==> config.mk <==
export PLATFORM = sky130hd
export DESIGN_NAME = decoder_water_box
export DESIGN_NICKNAME = d
export VERILOG_FILES = /design/src/rtl/decoder_water_box.sv
export SDC_FILE = /design/constraint.sdc
export NUM_CORES = 1
export LEC_CHECK = 0
export CORE_AREA = 10 10 47 49
export DETAILED_ROUTE_END_ITERATION = 10
export DIE_AREA = 0 0 57 59
export PLACE_DENSITY = 0.7
export SYNTH_ARGS = -nofsm -noshare
export SYNTH_HDL_FRONTEND = slang
export SYNTH_SLANG_ARGS = --single-unit
==> constraint.sdc <==
create_clock -name clk -period 7.51 [get_ports clk]
set_input_delay 1.502 -clock clk [delete_from_list [all_inputs] [get_ports clk]]
set_output_delay 1.502 -clock clk [all_outputs]
set_load 0.05 [all_outputs]
==> src/rtl/decoder_water_box.sv <==
`default_nettype none
// ============================================================================
// Module      : decoder_water_box
// Description : Turns a 2-bit water-box level code into a 3-bit fill count
//               and a direction flag. The count moves one position at a time,
//               paced by the step tick, toward the window of the accepted
//               level. The window depends on the current direction, which
//               gives hysteresis matching encoder_water_box.
//               Optional feature macro: WATER_BOX_DEBOUNCE_EN. When defined,
//               a level code is accepted only after two consecutive matching
//               level_valid samples.
// Revision    : 1.0 - initial release
// ============================================================================
module decoder_water_box #(
    parameter int RESET_COUNT = 0,
    parameter int STEP_DIV    = 1
) (
    input  logic       clk,
    input  logic       rst_n,
    input  logic [1:0] water_box,
    input  logic       level_valid,
    input  logic       step,
    output logic [2:0] count_0_7,
    output logic       direction,
    output logic       settled,
    output logic [1:0] target
);

    typedef enum logic [1:0] {
        ST_IDLE  = 2'd0,
        ST_FILL  = 2'd1,
        ST_DRAIN = 2'd2
    } state_t;

    localparam logic [1:0] C_LVL_C     = 2'b00;
    localparam logic [1:0] C_LVL_L     = 2'b01;
    localparam logic [1:0] C_LVL_M     = 2'b10;
    localparam logic [2:0] C_CNT_MIN   = 3'd0;
    localparam logic [2:0] C_CNT_MAX   = 3'd7;
    localparam logic [2:0] C_RST_COUNT = 3'(RESET_COUNT);
    localparam logic [3:0] C_DIV_LAST  = 4'(STEP_DIV - 1);

    // Registered state of the decoder
    logic [2:0] r_count;
    logic       r_direction;
    logic [1:0] r_target;
    logic [3:0] r_div;
    state_t     r_prev_state;

    // Combinational decode
    state_t     w_state;
    logic [2:0] w_win_lo;
    logic [2:0] w_win_hi;
    logic       w_reversal;
    logic [3:0] w_div_base;
    logic [2:0] w_count_next;
    logic       w_direction_next;
    logic [3:0] w_div_next;
    logic       w_accept;

    // Window of the accepted level; L and M windows shift with direction
    always_comb begin
        w_win_lo = C_CNT_MAX;
        w_win_hi = C_CNT_MAX;
        case (r_target)
            C_LVL_C: begin
                w_win_lo = C_CNT_MIN;
                w_win_hi = C_CNT_MIN;
            end
            C_LVL_L: begin
                w_win_lo = 3'd1;
                w_win_hi = r_direction ? 3'd2 : 3'd4;
            end
            C_LVL_M: begin
                w_win_lo = r_direction ? 3'd3 : 3'd5;
                w_win_hi = 3'd6;
            end
            default: begin
                w_win_lo = C_CNT_MAX;
                w_win_hi = C_CNT_MAX;
            end
        endcase
    end

    // Current state is decided purely from registered count/target/direction
    always_comb begin
        w_state = ST_IDLE;
        if (r_count < w_win_lo) begin
            w_state = ST_FILL;
        end else if (r_count > w_win_hi) begin
            w_state = ST_DRAIN;
        end
    end

    // Remember last cycle's state so a FILL<->DRAIN reversal can be detected
    always_ff @(posedge clk) begin
        if (!rst_n) begin
            r_prev_state <= ST_IDLE;
        end else begin
            r_prev_state <= w_state;
        end
    end

    // Next count, direction and divider from the current state and step tick
    always_comb begin
        w_reversal = ((w_state == ST_FILL)  && (r_prev_state == ST_DRAIN)) ||
                     ((w_state == ST_DRAIN) && (r_prev_state == ST_FILL));
        w_div_base       = w_reversal ? 4'd0 : r_div;
        w_count_next     = r_count;
        w_direction_next = r_direction;
        w_div_next       = w_div_base;
        if (w_state == ST_IDLE) begin
            w_div_next = 4'd0;
        end else if (step) begin
            if (w_div_base >= C_DIV_LAST) begin
                w_div_next = 4'd0;
                if (w_state == ST_FILL) begin
                    w_direction_next = 1'b1;
                    if (r_count != C_CNT_MAX) begin
                        w_count_next = r_count + 3'd1;
                    end
                end else begin
                    w_direction_next = 1'b0;
                    if (r_count != C_CNT_MIN) begin
                        w_count_next = r_count - 3'd1;
                    end
                end
            end else begin
                w_div_next = w_div_base + 4'd1;
            end
        end
    end

    // Count, direction and divider registers; reset aborts any move in flight
    always_ff @(posedge clk) begin
        if (!rst_n) begin
            r_count     <= C_RST_COUNT;
            r_direction <= 1'b1;
            r_div       <= 4'd0;
        end else begin
            r_count     <= w_count_next;
            r_direction <= w_direction_next;
            r_div       <= w_div_next;
        end
    end

`ifdef WATER_BOX_DEBOUNCE_EN
    logic [1:0] r_pend;
    logic       r_pend_valid;

    // A code is accepted only when it repeats the previous sample
    always_comb begin
        w_accept = level_valid && r_pend_valid && (water_box == r_pend);
    end

    // Pending sample register; every sample overwrites it
    always_ff @(posedge clk) begin
        if (!rst_n) begin
            r_pend       <= C_LVL_C;
            r_pend_valid <= 1'b0;
        end else if (level_valid) begin
            r_pend       <= water_box;
            r_pend_valid <= 1'b1;
        end
    end
`else
    // Every valid sample is accepted directly
    always_comb begin
        w_accept = level_valid;
    end
`endif

    // Accepted target level register
    always_ff @(posedge clk) begin
        if (!rst_n) begin
            r_target <= C_LVL_C;
        end else if (w_accept) begin
            r_target <= water_box;
        end
    end

    assign count_0_7 = r_count;
    assign direction = r_direction;
    assign settled   = (w_state == ST_IDLE);
    assign target    = r_target;

endmodule
`default_nettype wire

==> flow_metrics.py <==
metrics = {
    "critical_path": {
        "r2r_cells": 9,
        "max_stage_delay_ps": 850,
        "critPathKind": "flop to output port",
        "arrival_ps": 2690,
        "start_kind": "flop",
        "path_cells": "o21ai_0 -> ha_1 -> a21o_1 -> a31oi_4 -> nor3_1 -> clkdlybuf4s50_1",
        "crit_start": "target[1]",
        "critPathMaxFanout": 10,
        "end_kind": "output port",
        "required_ps": 6010,
        "r2r-start": "target[1]",
        "slowest_stage": "clkdlybuf4s50_1",
    },
    "placed_design": {
        "placed_area_um2": 603,
        "dpl_worst_slack_ps": 3530,
        "portBuffers": 12,
        "placed_cells": 78,
        "hpwl_um": 859,
        "gp_congestion": 0.695,
    },
    "logic_synthesis": {
        "ys_seq_elements": 6,
        "avgSynthCellArea_um2": 9.19,
        "syn_inst": 52,
        "seq_area_frac_synth_pct": 25.1,
        "yosysWarnings": 0,
        "synth.cell_area_um2": 478,
        "syn_nets": 63,
        "synth_cell_types": 26,
    },
    "drt": {
        "topRoutingLayerUsed": "met4",
        "wl_met3_um": 58,
        "routed-wl-met2_um": 532,
        "via_per_inst": 5.28,
        "ant_nets": 0,
        "dr.pass1.iters": 4,
        "wl_mm": 1.07,
        "routedWlPerCell_um": 13.2,
        "wl_met1_um": 465,
        "first_iter_violations": 6,
        "drc": 0,
        "vias": 428,
    },
    "finish": {
        "fin_area_um2": 626,
        "final_common_cell": "clkdlybuf4s50_1",
        "area_growth_pct": 30.9,
        "fillers": 148,
        "multiInputGateArea_um2": 335,
        "drive_above_1_share_pct": 12.3,
        "mostFrequentLayoutCells": "clkdlybuf4s50_1, dfxtp_1, a21oi_1, nand2_1, ha_1",
        "layout.nets": 78,
        "seq_area_um2": 120,
        "final_cell_count_no_fill": 81,
        "antennaDiodeCount": 0,
    },
    "clock_network": {
        "ctsHoldBuffers": 0,
        "cts_repair_resize_count": 0,
        "clk_path_buf_depth": 2,
        "insertion_delay_ps": 240,
        "cts-root-buf": "clkbuf_4",
        "post_cts_buffers": 0,
        "clkTransAtPathRegs_ps": 40,
        "cts_tree": "built",
        "clock-sinks": 6,
        "cts_buffers": 3,
        "h-tree-depth": 1,
    },
    "timing": {
        "worst_pin_slew_ps": 687,
        "whs_ps": 537,
        "period_needed_ps": 4200,
        "max_freq_ghz": 0.238,
        "rsz0062_at_grt": "no",
        "tns_ps": 0,
        "slew_headroom_pct": 53.6,
        "slew_viol_final": 0,
        "finalCritPeriodShare_pct": 55.9,
        "fin_skew_ps": 0.725,
        "hold_violations": 0,
        "fin_ws_ps": 3310,
        "setup_viol": 0,
    },
    "die": {
        "coreArea_um2": 1400,
        "dieArea_um2": 3360,
        "fp.dieW_um": 57,
        "num_rows": 14,
        "initial_utilization_pct": 34.1,
        "die_y_um": 59,
        "io_pins": 13,
    },
    "grt": {
        "grt_pass1_vias": 416,
        "grt_max_degree": 11,
        "track_usage_pct": 6.83,
        "antenna_found_initial": 0,
        "gr-total-overflow": 0,
        "grt_pass1_wl_mm": 1.87,
    },
    "power": {
        "power_leakage_nw": 0.246,
        "peakVddDrop_mv": 0.185,
        "power.density_nw_per_um2": 431,
    },
    "job": {
        "maxCapViolCount": 0,
    },
    "status": {
        "run_status": "completed",
    },
    "min_path": {
        "hold_class": "flop to flop",
        "hold_path_depth": 2,
        "hp-start": "direction",
    },
}
[metal layers]
metal / vias to the layer above / track usage, %
met4: 0 / 5.03
met2: 6 / 10.5
met3: 2 / 2.36
met5: - / 0
met1: 198 / 7.60
li1: 222 / -
[cell families (layout without fill, tap and decap cells)]
logic type               after synthesis  after routing  share of synthesized area, %
AO/OA/AOI/OAI                         18             18                          31.2
AND/OR/NAND/NOR                       15             15                          16.2
flip-flops                             6              6                          25.1
adder cells (fa/ha/maj)                5              5                          14.7
buffers and inverters                  4             17                          4.71
multiplexers                           3              3                          6.28
XOR/XNOR                               1              1                          1.83
[stage by stage]
step           power (mW)  util (%)
6_report            0.270      44.6
5_1_grt             0.293      44.6
4_1_cts             0.274      44.6
3_5_place_dp        0.242      43.0
3_3_place_gp        0.239      43.0
2_1_floorplan       0.193         -
[area by class of cell]
type	count	share of cell area (%)
repair buffers	12	19.2
clock buffers	3	3.60
well taps	16	3.20
inverters	2	1.20
multi-input cells	42	53.6
flip-flops and latches	6	19.2
[synth_stat cells]
cell type / n / area [µm²]
a211o_2: 1 / 10.0
a21boi_1: 2 / 15.0
a21o_1: 1 / 7.51
a21oi_1: 4 / 20.0
a31oi_1: 2 / 12.5
a31oi_4: 1 / 21.3
buf_4: 2 / 15.0
dfxtp_1: 6 / 120
fa_1: 1 / 20.0
ha_1: 4 / 50.1
inv_1: 2 / 7.51
mux2i_1: 3 / 30.0
nand2_1: 4 / 15.0
nand3_1: 3 / 15.0
nand3b_1: 1 / 7.51
nor2_1: 2 / 7.51
nor2b_1: 2 / 12.5
nor3_1: 1 / 5.00
o21ai_0: 3 / 15.0
o21bai_4: 1 / 18.8
o31ai_1: 1 / 7.51
o31ai_2: 1 / 12.5
o41ai_1: 1 / 8.76
or3_2: 1 / 7.51
or4_1: 1 / 7.51
xor2_1: 1 / 8.76
[final timing paths]
path,end,slack (ps)
setup / recovery,settled,3310
hold / removal,direction,540
setup reg to reg,count_0_7[2],4740
hold reg to reg,direction,540
[registers in the layout (all words and copies together) (netlist names)]
name	count
count_0_7	3
target	2
direction	1
[where the power goes]
part	total, mW	internal [mW]	switching (mW)
clock network	0.0288	0.0180	0.0108
logic	0.183	0.0719	0.111
registers	0.0576	0.0402	0.0174
total	0.270	0.130	0.140
[critical path: cells and delay by family, from the launching register on]
kind | cells | cell delay (ps)
buf+inv | 1 | 850
flops | 1 | 530
compound gates | 3 | 430
fa+ha+maj | 1 | 390
simple gates | 1 | 250
No activity file was read; power rests on OpenSTA's default activity.
